$ cat src/rtl/kyber_reduction_arbiter.sv
// Round-robin arbiter feeding a shared combinational Kyber reduction unit.
// Two-stage pipeline: S1 drives the unit, S2 holds the canonical residue for the sink.
`timescale 1ns/1ps
module kyber_reduction_arbiter #(
    parameter int DW = 24,
    parameter int MW = 12,
    parameter int Q  = 3329
) (
    input  logic          clk_i,
    input  logic          rst_ni,
    input  logic          req0_valid_i,
    input  logic [DW-1:0] req0_x_i,
    output logic          req0_ready_o,
    input  logic          req1_valid_i,
    input  logic [DW-1:0] req1_x_i,
    output logic          req1_ready_o,
    output logic [DW-1:0] red_x_o,
    output logic [MW-1:0] red_m_o,
    input  logic [DW-1:0] red_res_i,
    output logic          rsp_valid_o,
    output logic [MW-1:0] rsp_data_o,
    output logic          rsp_id_o,
    input  logic          rsp_ready_i,
    output logic          busy_o
);

    logic          s1_v_q, s1_v_d;
    logic [DW-1:0] s1_x_q, s1_x_d;
    logic          s1_id_q, s1_id_d;
    logic          s2_v_q, s2_v_d;
    logic [MW-1:0] s2_data_q, s2_data_d;
    logic          s2_id_q, s2_id_d;
    logic          prio_q, prio_d;

    logic adv1, adv2, gnt_v, gnt_id, accept;

    always_comb begin
        adv2   = !s2_v_q || rsp_ready_i;
        adv1   = !s1_v_q || adv2;
        gnt_v  = req0_valid_i || req1_valid_i;
        gnt_id = (req0_valid_i && req1_valid_i) ? prio_q : req1_valid_i;
        // Readies are gated by reset so nothing is accepted while it is held.
        req0_ready_o = rst_ni && adv1 && gnt_v && !gnt_id && req0_valid_i;
        req1_ready_o = rst_ni && adv1 && gnt_v &&  gnt_id && req1_valid_i;
        accept       = req0_ready_o || req1_ready_o;
    end

    always_comb begin
        s1_v_d    = s1_v_q;
        s1_x_d    = s1_x_q;
        s1_id_d   = s1_id_q;
        s2_v_d    = s2_v_q;
        s2_data_d = s2_data_q;
        s2_id_d   = s2_id_q;
        prio_d    = prio_q;
        if (accept) begin
            s1_v_d  = 1'b1;
            s1_x_d  = gnt_id ? req1_x_i : req0_x_i;
            s1_id_d = gnt_id;
            prio_d  = !gnt_id;
        end else if (adv1) begin
            s1_v_d = 1'b0;
        end
        if (adv2) begin
            if (s1_v_q) begin
                s2_v_d  = 1'b1;
                s2_id_d = s1_id_q;
                // Low-bit subtraction is exact modulo 2^MW, so only the residue bits are needed.
                s2_data_d = (red_res_i >= DW'(Q)) ? (red_res_i[MW-1:0] - MW'(Q))
                                                  : red_res_i[MW-1:0];
            end else begin
                s2_v_d = 1'b0;
            end
        end
    end

    always_ff @(posedge clk_i or negedge rst_ni) begin
        if (!rst_ni) begin
            s1_v_q    <= 1'b0;
            s1_x_q    <= '0;
            s1_id_q   <= 1'b0;
            s2_v_q    <= 1'b0;
            s2_data_q <= '0;
            s2_id_q   <= 1'b0;
            prio_q    <= 1'b0;
        end else begin
            s1_v_q    <= s1_v_d;
            s1_x_q    <= s1_x_d;
            s1_id_q   <= s1_id_d;
            s2_v_q    <= s2_v_d;
            s2_data_q <= s2_data_d;
            s2_id_q   <= s2_id_d;
            prio_q    <= prio_d;
        end
    end

    assign red_x_o     = s1_x_q;
    assign red_m_o     = MW'(Q);
    assign rsp_valid_o = s2_v_q;
    assign rsp_data_o  = s2_data_q;
    assign rsp_id_o    = s2_id_q;
    assign busy_o      = s1_v_q || s2_v_q;

endmodule

$ cat config.mk
export PLATFORM = sky130hd
export DESIGN_NAME = kyber_reduction_arbiter
export DESIGN_NICKNAME = d
export VERILOG_FILES = /design/src/rtl/kyber_reduction_arbiter.sv
export SDC_FILE = /design/constraint.sdc
export NUM_CORES = 1
export LEC_CHECK = 0
export BUFFER_PORTS_ARGS = -buffer_cell sky130_fd_sc_hd__buf_2
export CAP_MARGIN = 20
export CORE_MARGIN = 2
export CORE_UTILIZATION = 44
export CTS_CLUSTER_SIZE = 8
export DETAILED_ROUTE_END_ITERATION = 12
export PLACE_DENSITY_LB_ADDON = 0.05
export SYNTH_ARGS = -nofsm -noshare
export SYNTH_HDL_FRONTEND = slang
export SYNTH_SLANG_ARGS = --single-unit
$ cat constraint.sdc
create_clock -name clk_i -period 4.1 [get_ports clk_i]
set_input_delay 0.615 -clock clk_i [delete_from_list [all_inputs] [get_ports clk_i]]
set_output_delay 0.615 -clock clk_i [all_outputs]
set_load 0.05 [all_outputs]
==> impl_table.tex, run 1 <==
\begin{tabular}{lr}
\hline
Metric & Value \\
\hline
\multicolumn{2}{l}{\textbf{Clocking}} \\
\quad Setup Fix Bufs, Post-CTS & 0 \\
\quad Clock tree from TritonCTS & built \\
\quad Number of H-tree levels & 2 \\
\quad Maximum clock path buffer count & 2 \\
\quad Clk slew on worst S/H paths & $\sim$0.080 ns \\
\quad Clock root buffer & clkbuf\_8 \\
\quad Hold-fix buffers, CTS & 0 \\
\quad Cts bufs inserted & 5 \\
\quad Clock insertion delay at the later pin of the skew report & $\sim$0.28 ns \\
\quad Number of gates given a new drive strength after cts & 0 \\
\quad Clock sinks & 41 \\
\multicolumn{2}{l}{\textbf{Layout}} \\
\quad Final Net Count & 399 \\
\quad FILL cells & 414 \\
\quad Share of layout cells above drive strength 1 & between 40\% and 50\% \\
\quad Sequential cell area & 0.00103 mm² \\
\quad Ant diodes & 0 \\
\quad Multi-input gate area in the final layout & 830 µm² \\
\quad Final core utilization & 62.2\% \\
\quad Area growth from synthesis to final layout & 34.3\% \\
\multicolumn{2}{l}{\textbf{Drt}} \\
\quad DR vias/cell & 5.25 \\
\quad Initial DRC Count & around 160 \\
\quad Routed WL per cell & roughly 13 µm \\
\quad Final routed wirelength across all metal layers & 4860 µm \\
\quad Length of the first detailed-routing pass in iterations & 5 \\
\quad Remaining DRCs & 0 \\
\quad Vias & 1958 \\
\quad Post-route antenna net violation count & 0 \\
\multicolumn{2}{l}{\textbf{Power and ir drop}} \\
\quad Power density relative to cell area & 561 mW/mm² \\
\quad Leakage power & 1.53 nW \\
\quad Peak supply drop & 0.343 mV \\
\quad Switching power of the nets & 0.000658 W \\
\quad Sequential fraction of design power & 35.0\% \\
\quad Fraction of power consumed by combinational cells & between 40\% and 50\% \\
\quad Pint & a little under 0.0009 W \\
\quad Switching part of the total power & between 40\% and 50\% \\
\quad Total power of the final layout & roughly 0.0015 W \\
\quad Clock group share of total power & 24.2\% \\
\multicolumn{2}{l}{\textbf{Critical path}} \\
\quad Reg2reg start & s1\_v\_q\$\_DFFE\_PN0P\_ \\
\quad WP data arrival & roughly 2.2 ns \\
\quad Delay-heaviest family, CP & simple AND/OR/NAND/NOR gates \\
\quad Slowest cell delay on critical path & $\sim$0.7 ns \\
\quad CP Max Fanout & 24 \\
\quad Capturing element type of the critical path & output port \\
\quad Master of the slowest instance on the critical path & and3\_1 \\
\quad Critical setup path kind & flip-flop to output port \\
\quad Startpoint of the worst setup timing path & s1\_v\_q\$\_DFFE\_PN0P\_ \\
\quad Endpoint required time on the critical path & 3.48 ns \\
\quad Critical path startpoint category & flip-flop \\
\quad Buffering stage count on the worst path with inverters included & 1 \\
\quad Crit-path cells & nand3b\_1 > and2\_1 > and3\_1 > buf\_2 \\
\multicolumn{2}{l}{\textbf{Logic synthesis}} \\
\quad Mean instance size in the synthesized netlist & 9.90 µm² \\
\quad Post-synthesis cell type with the largest combined area & dfrtp\_1 \\
\quad Synth area leaders & dfrtp\_1 50\%, a222oi\_1 11\%, inv\_1 4.9\% \\
\quad Netlist Area Pre-Place & between 0.002 and 0.0025 mm² \\
\quad Synth unique cells & 35 \\
\quad Part of the Yosys area used for sequential elements & 49.8\% \\
\quad Synthesis Warnings & 0 \\
\quad Area share of the largest cell type after synthesis & 49.8\% \\
\quad Number of flip-flops and latches in the synthesized netlist & 41 \\
\quad Cells after synthesis & 208 \\
\multicolumn{2}{l}{\textbf{Floorplanning}} \\
\quad Horizontal extent of the die & 72.4 µm \\
\quad Core Region & 0.00444 mm² \\
\quad Area of the die & 0.00524 mm² \\
\quad Floorplan die height & 72.4 µm \\
\quad Initial standard-cell utilization of the core & 46.3\% \\
\quad Number of ports placed on the die boundary & 130 \\
\quad Row count & 24 \\
\multicolumn{2}{l}{\textbf{Timing}} \\
\quad Number of max-slew violations in the final report & 0 \\
\quad Final setup skew & 0.00843 ns \\
\quad Setup repair after global routing missed its margin & no \\
\quad Fmax & 0.362 GHz \\
\quad Worst slew pin tran & 0.902 ns \\
\quad Period Utilization, post-route & 67.4\% \\
\quad Slew HR & 39.6\% \\
\quad Post-layout min period & 2.76 ns \\
\quad Number of endpoints with negative hold slack in the final report & 0 \\
\quad Final Setup Violations & 0 \\
\quad Setup total negative slack & 0 ns \\
\multicolumn{2}{l}{\textbf{Global routing}} \\
\quad Number of global-route vias before repair & 1825 \\
\quad First-pass GRT wire length & 7930 µm \\
\quad Final global-route overflow total & 0 \\
\quad Maximum number of pins on one net before global-route repair & 42 \\
\quad Overall global routing resource usage & around a fifth \\
\quad Initial antenna violation count & 0 \\
\multicolumn{2}{l}{\textbf{Placed design}} \\
\quad Total of buffers placed on input and output ports & approximately 120 \\
\quad Half-perimeter wire length after detailed placement & 3790 µm \\
\quad Final RePlAce weighted congestion & 0.843 \\
\multicolumn{2}{l}{\textbf{Flow run}} \\
\quad Max-cap violations & 0 \\
\multicolumn{2}{l}{\textbf{Status}} \\
\quad Outcome & completed \\
\multicolumn{2}{l}{\textbf{Min path}} \\
\quad Worst min-delay path class & input port to async pin \\
\hline
\end{tabular}
[metal layers]
layer / wire length [µm] / global-route usage [%] / vias up
met2: 2200 / 31.9 / 91
met5: 0 / 0 / -
met1: 2180 / 25.2 / 915
li1: - / - / 943
met4: 78 / 5.14 / 0
met3: 398 / 3.19 / 9
[synthesized netlist by cell type]
cell type and number:
a21oi_1 2, xor2_1 8, o311ai_1 2, nand3b_1 1
o21a_1 1, and3_1 1, nor3_1 2, nand3_1 3
o211ai_1 3, o22ai_1 2, or4b_4 1, mux2i_1 1
o21ai_1 17, nor2_1 4, clkbuf_1 13, nor3b_1 1
dfrtp_1 41, conb_1 2, a31oi_1 2, and2_1 2
a21o_1 1, nand2_1 20, ha_1 2, nor2b_1 2
or4_4 1, nor4_1 3, or2_2 1, xnor2_1 2
a222oi_1 23, o21ai_0 1, inv_1 27, nand2b_1 2
o211ai_2 1, buf_4 12, nor4b_2 1
[final timing paths]
| check | slack, ns | cells after the start | endpoint |
|---|---|---|---|
| setup / recovery | 1.34 | 4 | req0_ready_o |
| hold / removal | 0.41 | 2 | red_x_o[13]$_DFFE_PN0P_ |
| setup reg to reg | 2.31 | 5 | red_x_o[13]$_DFFE_PN0P_ |
| hold reg to reg | 0.49 | 2 | rsp_id_o$_DFFE_PN0P_ |
| max in group asynchronous | 3.35 | 2 | s1_id_q$_DFFE_PN0P_ |
| min in group clk_i | 0.49 | 2 | rsp_id_o$_DFFE_PN0P_ |
[final cells by class]
type / count / share of cell area, %
Clock buffer: 5 / 2.49
Clock inverter: 3 / 2.35
Inverter: 27 / 3.67
Multi-Input combinational cell: 125 / 30.0
Sequential cell: 41 / 37.1
Tap cell: 52 / 2.35
Timing Repair Buffer: 120 / 22.0
[flip-flops by register name (all words and copies together) (netlist names)]
register / flops
prio_q: 1
red_x_o: 24
rsp_data_o: 12
rsp_id_o: 1
rsp_valid_o: 1
s1_id_q: 1
s1_v_q: 1
[metrics by stage]
step           setup slack (ns)  cell area (µm²)  instances  hold slack (ns)
2_1_floorplan              1.49             2100        218            0.319
3_3_place_gp               1.34             2630        365            0.457
3_5_place_dp               1.34             2630        365            0.471
4_1_cts                    1.34             2760        373            0.427
5_1_grt                    1.17             2760        373            0.467
6_report                   1.34             2760        373            0.408
[power by group through the flow]
stage	sequential (W)	combinational, W	clock, W
after CTS	0.000543	0.000637	0.000384
after global placement	0.000550	0.000633	0
after global routing	0.000555	0.000675	0.000405
after detailed placement	0.000550	0.000636	0
final	0.000543	0.000632	0.000375
after floorplan	0.000847	0.000174	0
[cells in the final DEF, fill, tap and decap left out, drive strengths merged, types with 2 or more instances in the layout]
cell    Yosys  routed
xor2        8       8
nor2        4       4
a31oi       2       2
ha          2       2
nand2b      2       2
a222oi     23      23
conb        2      12
nand2      20      20
nor4        3       3
dfrtp      41      41
nor2b       2       2
nor3        2       2
o311ai      2       2
buf        12     120
inv        27      27
bufinv      0       2
and2        2       2
clkbuf     13       5
a21oi       2       2
xnor2       2       2
o21ai      18      18
o211ai      4       4
nand3       3       3
o22ai       2       2
[cells by family after synthesis]
kind of cell    count (synthesis)  synth area share [%]
buf+inv                        52                  11.7
simple gates                   45                  11.6
other cells                     2                 0.365
mux                             1                 0.486
flops                          41                  49.8
compound gates                 55                  20.5
xor+xnor                       10                  4.26
fa+ha+maj                       2                  1.22
No activity file was read; power rests on OpenSTA's default activity.
==> inputs of run 2 (changes only) <==
--- a/config.mk
+++ b/config.mk
@@ -8,7 +8,7 @@
 export BUFFER_PORTS_ARGS = -buffer_cell sky130_fd_sc_hd__buf_2
 export CAP_MARGIN = 20
 export CORE_MARGIN = 2
-export CORE_UTILIZATION = 44
+export CORE_UTILIZATION = 42
 export CTS_CLUSTER_SIZE = 8
 export DETAILED_ROUTE_END_ITERATION = 12
 export PLACE_DENSITY_LB_ADDON = 0.05
==> constraint.sdc (replaced) <==
create_clock -name clk_i -period 2.8 [get_ports clk_i]
set_input_delay 0.42 -clock clk_i [delete_from_list [all_inputs] [get_ports clk_i]]
set_output_delay 0.42 -clock clk_i [all_outputs]
set_load 0.05 [all_outputs]
==> run 2 against run 1 <==
  * Non-clock buffer count rose by 1
  * Sequential cell count did not move
  * Setup slack got worse by 0.80 ns
  * Wire length rose by 8.2%
  * Largest cell class unchanged
  * Highest routed layer unchanged
==> impl_table.tex, run 2 (synthesized netlist as in run 1, its figures left out) <==
\begin{tabular}{lr}
\hline
Metric & Value \\
\hline
\multicolumn{2}{l}{\textbf{Power and ir drop}} \\
\quad Sequential fraction of design power & a little under two fifths \\
\quad Peak supply drop & 0.253 mV \\
\quad Leakage power & about 1.5 nW \\
\quad Fraction of power consumed by combinational cells & 43.6\% \\
\quad Switching power of the nets & 0.000967 W \\
\quad Switching part of the total power & 45.2\% \\
\quad Power density relative to cell area & approximately 780 mW/mm² \\
\quad Clock group share of total power & 19.3\% \\
\quad Pint & 0.00117 W \\
\quad Total power of the final layout & 0.00214 W \\
\multicolumn{2}{l}{\textbf{Global routing}} \\
\quad Met1 track utilization from global routing & 21.3\% \\
\quad Final global-route overflow total & 0 \\
\quad Most congested layer reported by global routing & met2 \\
\quad Global-route track usage on met3 & 4.88\% \\
\quad Initial antenna violation count & 0 \\
\quad Number of global-route vias before repair & 1723 \\
\quad Routing usage on met2 & 33.8\% \\
\quad Maximum number of pins on one net before global-route repair & 42 \\
\quad First-pass GRT wire length & 7760 µm \\
\quad Overall global routing resource usage & between 15 and 20\% \\
\multicolumn{2}{l}{\textbf{Layout}} \\
\quad Leading cell types in the layout, fill and taps excluded & 117 x buf\_2, 41 x dfrtp\_1, 27 x inv\_1 \\
\quad Area growth from synthesis to final layout & 34.0\% \\
\quad Flip-flop count of the largest register after layout & 24 \\
\quad Ant diodes & 0 \\
\quad Final core utilization & 58.4\% \\
\quad Final Net Count & 400 \\
\quad Share of layout cells above drive strength 1 & 41.6\% \\
\quad Most common library cell in the layout ignoring fill and taps & buf\_2 \\
\quad Final Instance Area & 0.00276 mm² \\
\multicolumn{2}{l}{\textbf{Critical path}} \\
\quad Delay-heaviest family, CP & buffers and inverters \\
\quad Crit-path cells & nand3b\_1 > and2\_1 > nor2b\_1 > buf\_4 > buf\_2 \\
\quad Slowest cell delay on critical path & 0.42 ns \\
\quad Master of the slowest instance on the critical path & dfrtp\_1 \\
\quad WP data arrival & 1.85 ns \\
\quad Critical path startpoint category & flip-flop \\
\quad Capturing element type of the critical path & output port \\
\quad CP Max Fanout & 24 \\
\quad Critical setup path kind & flip-flop to output port \\
\quad Startpoint of the worst setup timing path & s1\_v\_q\$\_DFFE\_PN0P\_ \\
\quad Buffering stage count on the worst path with inverters included & 2 \\
\quad Reg2reg start & s1\_v\_q\$\_DFFE\_PN0P\_ \\
\quad Endpoint required time on the critical path & 2.38 ns \\
\multicolumn{2}{l}{\textbf{Floorplanning}} \\
\quad Initial standard-cell utilization of the core & 43.6\% \\
\quad Horizontal extent of the die & $\sim$74 µm \\
\quad Number of ports placed on the die boundary & between 100 and 150 \\
\quad Area of the die & 0.00548 mm² \\
\quad Row count & 25 \\
\quad Core Region & 0.00472 mm² \\
\quad Floorplan die height & 74.0 µm \\
\multicolumn{2}{l}{\textbf{Drt}} \\
\quad Length of the first detailed-routing pass in iterations & 4 \\
\quad Final routed wirelength across all metal layers & around 5300 µm \\
\quad DR vias/cell & 4.97 \\
\quad Remaining DRCs & 0 \\
\quad Vias & 1932 \\
\quad Initial DRC Count & about 180 \\
\quad Routed WL per cell & $\sim$14 µm \\
\quad Post-route antenna net violation count & 0 \\
\multicolumn{2}{l}{\textbf{Clocking}} \\
\quad Number of gates given a new drive strength after cts & 0 \\
\quad Setup Fix Bufs, Post-CTS & 0 \\
\quad Hold-fix buffers, CTS & 0 \\
\quad Clk slew on worst S/H paths & $\sim$0.080 ns \\
\quad Number of H-tree levels & 2 \\
\quad Clock tree from TritonCTS & built \\
\quad Clock insertion delay at the later pin of the skew report & 0.28 ns \\
\quad Clock sinks & 41 \\
\quad Clock root buffer & clkbuf\_8 \\
\quad Cts bufs inserted & 5 \\
\quad Maximum clock path buffer count & 2 \\
\multicolumn{2}{l}{\textbf{Placed design}} \\
\quad Final RePlAce weighted congestion & $\sim$0.83 \\
\quad Total cell area at the placement stage & approximately 0.0027 mm² \\
\quad Pre-CTS worst setup slack & between 0.4 and 0.5 ns \\
\quad Half-perimeter wire length after detailed placement & 4100 µm \\
\quad Total of buffers placed on input and output ports & 117 \\
\multicolumn{2}{l}{\textbf{Timing}} \\
\quad Fmax & 0.441 GHz \\
\quad Final Setup Violations & 0 \\
\quad Slew HR & 38.3\% \\
\quad Setup repair after global routing missed its margin & no \\
\quad Post-layout min period & 2.27 ns \\
\quad Worst slew pin tran & 0.921 ns \\
\quad Number of endpoints with negative hold slack in the final report & 0 \\
\quad Setup total negative slack & 0 ns \\
\quad Number of max-slew violations in the final report & 0 \\
\quad Period Utilization, post-route & roughly four fifths \\
\quad Worst Slack Setup Final & 0.530 ns \\
\quad Final setup skew & around 0.0040 ns \\
\multicolumn{2}{l}{\textbf{Status}} \\
\quad Outcome & completed \\
\multicolumn{2}{l}{\textbf{Flow run}} \\
\quad Max-cap violations & 0 \\
\multicolumn{2}{l}{\textbf{Min path}} \\
\quad Worst min-delay path class & input port to async pin \\
\hline
\end{tabular}
[run 2: cell type report]
type	count	area [µm²]
sequential	41	1030
inverter	27	101
tap	67	83.8
fill	437	1970
multi-input combinational	125	830
clock buffer	7	96.3
clock inverter	1	5.00
timing repair buffer	121	616
[run 2: routing by layer]
layer  share of wire [%]  vias to the layer above
li1                    -                      951
met1                  41                      890
met2                  50                       89
met3                 8.0                        2
met4                0.65                        0
met5                   0                        -
[run 2: power groups by stage]
stage          clock network [W]  logic (W)  registers [W]
2_1_floorplan                  0   0.000255        0.00124
3_3_place_gp                   0   0.000934       0.000802
3_5_place_dp                   0   0.000942       0.000806
4_1_cts                 0.000433   0.000943       0.000795
5_1_grt                 0.000461   0.000993       0.000811
6_report                0.000414   0.000934       0.000794
[run 2: worst reg2reg max path, stage by stage (launching register included)]
cell and delay (ns):
dfrtp_1 0.40, nand3b_1 0.11, and2_1 0.22, and3_1 0.31, buf_4 0.24, a222oi_1 0.28
inv_1 0.07
[run 2: stage by stage]
step           hold slack [ns]  instances
2_1_floorplan            0.124        218
3_3_place_gp             0.462        381
3_5_place_dp             0.465        381
4_1_cts                  0.222        389
5_1_grt                  0.253        389
6_report                 0.210        389
[run 2: path summary, 6_finish.rpt]
| path | end | slack [ns] | cells after the start |
|---|---|---|---|
| setup / recovery | req1_ready_o | 0.53 | 5 |
| hold / removal | red_x_o[0]$_DFFE_PN0P_ | 0.21 | 2 |
| setup reg to reg | red_x_o[7]$_DFFE_PN0P_ | 1.06 | 6 |
| hold reg to reg | rsp_id_o$_DFFE_PN0P_ | 0.48 | 2 |
| max in group asynchronous | red_x_o[15]$_DFFE_PN0P_ | 2.24 | 2 |
| min in group clk_i | red_x_o[17]$_DFFE_PN0P_ | 0.35 | 3 |
==> inputs of run 3 (changes only) <==
==> constraint.sdc (replaced) <==
create_clock -name clk_i -period 2.34 [get_ports clk_i]
set_input_delay 0.351 -clock clk_i [delete_from_list [all_inputs] [get_ports clk_i]]
set_output_delay 0.351 -clock clk_i [all_outputs]
set_load 0.05 [all_outputs]
==> run 3 against run 2 <==
  * Register-to-register slack worse by 0.42 ns
  * Setup slack worse by 0.28 ns
  * Critical path depth did not move
  * Cell count is 0.26% higher
  * Critical endpoint unchanged
==> impl_table.tex, run 3 (synthesized netlist as in run 1, its figures left out) <==
\begin{tabular}{lr}
\hline
Metric & Value \\
\hline
\multicolumn{2}{l}{\textbf{Floorplanning}} \\
\quad Initial standard-cell utilization of the core & 43.6\% \\
\quad Number of ports placed on the die boundary & 130 \\
\quad Row count & 25 \\
\quad Area of the die & 0.00548 mm² \\
\quad Floorplan die height & 74.0 µm \\
\quad Horizontal extent of the die & 74.0 µm \\
\quad Core Region & 0.00472 mm² \\
\multicolumn{2}{l}{\textbf{Layout}} \\
\quad Share of layout cells above drive strength 1 & a little over two fifths \\
\quad Leading cell types in the layout, fill and taps excluded & 117 x buf\_2, 41 x dfrtp\_1, 27 x inv\_1 \\
\quad Ant diodes & 0 \\
\quad Final core utilization & 59.0\% \\
\quad Most common library cell in the layout ignoring fill and taps & buf\_2 \\
\quad Flip-flop count of the largest register after layout & 24 \\
\quad Final Net Count & 401 \\
\quad Area growth from synthesis to final layout & 35.3\% \\
\multicolumn{2}{l}{\textbf{Power and ir drop}} \\
\quad Clock group share of total power & between 20\% and 30\% \\
\quad Switching part of the total power & 43.5\% \\
\quad Peak supply drop & 0.539 mV \\
\quad Pint & 0.00149 W \\
\quad Switching power of the nets & about 0.0011 W \\
\quad Fraction of power consumed by combinational cells & 42.2\% \\
\quad Power density relative to cell area & approximately 950 mW/mm² \\
\quad Sequential fraction of design power & 35.9\% \\
\quad Leakage power & 1.53 nW \\
\multicolumn{2}{l}{\textbf{Clocking}} \\
\quad Number of gates given a new drive strength after cts & 0 \\
\quad Number of H-tree levels & 2 \\
\quad Maximum clock path buffer count & 2 \\
\quad Hold-fix buffers, CTS & 0 \\
\quad Cts bufs inserted & 5 \\
\quad Setup Fix Bufs, Post-CTS & 0 \\
\quad Clock insertion delay at the later pin of the skew report & 0.28 ns \\
\quad Clock sinks & 41 \\
\quad Clock tree from TritonCTS & built \\
\quad Clock root buffer & clkbuf\_8 \\
\quad Clk slew on worst S/H paths & 0.08 ns \\
\multicolumn{2}{l}{\textbf{Placed design}} \\
\quad Total of buffers placed on input and output ports & 117 \\
\quad Final RePlAce weighted congestion & 0.854 \\
\quad Half-perimeter wire length after detailed placement & around 3800 µm \\
\multicolumn{2}{l}{\textbf{Critical path}} \\
\quad WP data arrival & 1.73 ns \\
\quad Number of cells on the worst reg-to-reg path & 6 \\
\quad Endpoint required time on the critical path & 1.99 ns \\
\quad Master of the slowest instance on the critical path & dfrtp\_1 \\
\quad Crit-path cells & nand3b\_1 > and2\_1 > nor2b\_1 > buf\_4 > buf\_2 \\
\quad Critical path startpoint category & flip-flop \\
\quad Slowest cell delay on critical path & slightly above 0.4 ns \\
\quad Critical setup path kind & flip-flop to output port \\
\quad Capturing element type of the critical path & output port \\
\quad CP Max Fanout & 11 \\
\multicolumn{2}{l}{\textbf{Global routing}} \\
\quad Global-route track usage on met3 & 3.52\% \\
\quad Maximum number of pins on one net before global-route repair & between 40 and 50 \\
\quad Met1 track utilization from global routing & 21.1\% \\
\quad Number of global-route vias before repair & 1713 \\
\quad Final global-route overflow total & 0 \\
\quad Initial antenna violation count & 0 \\
\quad First-pass GRT wire length & 7470 µm \\
\quad Most congested layer reported by global routing & met2 \\
\quad Overall global routing resource usage & 17.7\% \\
\quad Routing usage on met2 & 31.6\% \\
\multicolumn{2}{l}{\textbf{Drt}} \\
\quad Vias & about 1900 \\
\quad Routed WL per cell & between 10 and 15 µm \\
\quad Final routed wirelength across all metal layers & 4850 µm \\
\quad DR vias/cell & 4.92 \\
\quad Post-route antenna net violation count & 0 \\
\quad Initial DRC Count & between 150 and 200 \\
\quad Remaining DRCs & 0 \\
\quad Length of the first detailed-routing pass in iterations & 4 \\
\multicolumn{2}{l}{\textbf{Timing}} \\
\quad Slew HR & 32.5\% \\
\quad Fmax & between 0.4 and 0.5 GHz \\
\quad Final setup skew & 0.00734 ns \\
\quad Number of max-slew violations in the final report & 0 \\
\quad Number of endpoints with negative hold slack in the final report & 0 \\
\quad Setup total negative slack & 0 ns \\
\quad Post-layout min period & 2.08 ns \\
\quad Period Utilization, post-route & around 89\% \\
\quad Worst hold slack & 0.134 ns \\
\quad Worst slew pin tran & 1.01 ns \\
\quad Setup repair after global routing missed its margin & no \\
\quad Final Setup Violations & 0 \\
\multicolumn{2}{l}{\textbf{Flow run}} \\
\quad Max-cap violations & 0 \\
\multicolumn{2}{l}{\textbf{Min path}} \\
\quad Worst min-delay path class & input port to async pin \\
\multicolumn{2}{l}{\textbf{Status}} \\
\quad Outcome & completed \\
\hline
\end{tabular}
==> run 3: cell count changes in the layout (fill, tap and decap cells not counted), sizes merged <==
cell	previous run	this run
buf	121	122
bufinv	0	1
clkinv	1	0
==> run 3: critical path: cells and delay by family (launching register included) <==
kind                   cells  cell delay [ns]
and+or+nand+nor            3             0.55
buffers and inverters      2             0.48
DFF                        1             0.41
==> run 3: final cells by class <==
class | instances | area, µm²
multi-input combinational | 125 | 835
timing repair buffer | 122 | 623
tap | 67 | 83.8
clock buffer | 7 | 86.3
fill | 425 | 1940
inverter | 27 | 101
clock inverter | 1 | 30.0
sequential | 41 | 1030
==> run 3: path summary, 6_finish.rpt <==
| check | end | from | slack [ns] |
|---|---|---|---|
| worst max-delay path | req1_ready_o | s1_v_q$_DFFE_PN0P_ | 0.26 |
| worst min-delay path | red_x_o[2]$_DFFE_PN0P_ | rst_ni | 0.13 |
| worst max register to register | red_x_o[6]$_DFFE_PN0P_ | s1_v_q$_DFFE_PN0P_ | 0.64 |
| worst min register to register | rsp_data_o[7]$_DFFE_PN0P_ | rsp_data_o[7]$_DFFE_PN0P_ | 0.48 |
| max in group asynchronous | rsp_data_o[0]$_DFFE_PN0P_ | rst_ni | 1.85 |
| min in group clk_i | red_x_o[23]$_DFFE_PN0P_ | req0_x_i[23] | 0.28 |
==> run 3: per-layer routing <==
metal  vias up  routed length, µm
li1        951                  -
met1       872               2030
met2        92               2360
met3         4                405
met4         0                 50
met5         -                  0
==> run 3: metrics by stage <==
step | total power, W | worst slack, ns | instance area [µm²] | instances
6_report | 0.00264 | 0.255 | 2790 | 390
3_3_place_gp | 0.00208 | 0.242 | 2670 | 382
5_1_grt | 0.00278 | 0.0449 | 2790 | 390
2_1_floorplan | 0.00179 | 0.122 | 2100 | 218
4_1_cts | 0.00266 | 0.122 | 2780 | 390
3_5_place_dp | 0.00208 | 0.161 | 2670 | 382
==> run 3: power groups by stage <==
stage | registers (W) | logic (W) | clock network, W
2_1_floorplan | 0.00148 | 0.000306 | 0
3_3_place_gp | 0.000960 | 0.00112 | 0
3_5_place_dp | 0.000962 | 0.00112 | 0
4_1_cts | 0.000948 | 0.00112 | 0.000593
5_1_grt | 0.000966 | 0.00119 | 0.000623
6_report | 0.000947 | 0.00111 | 0.000575
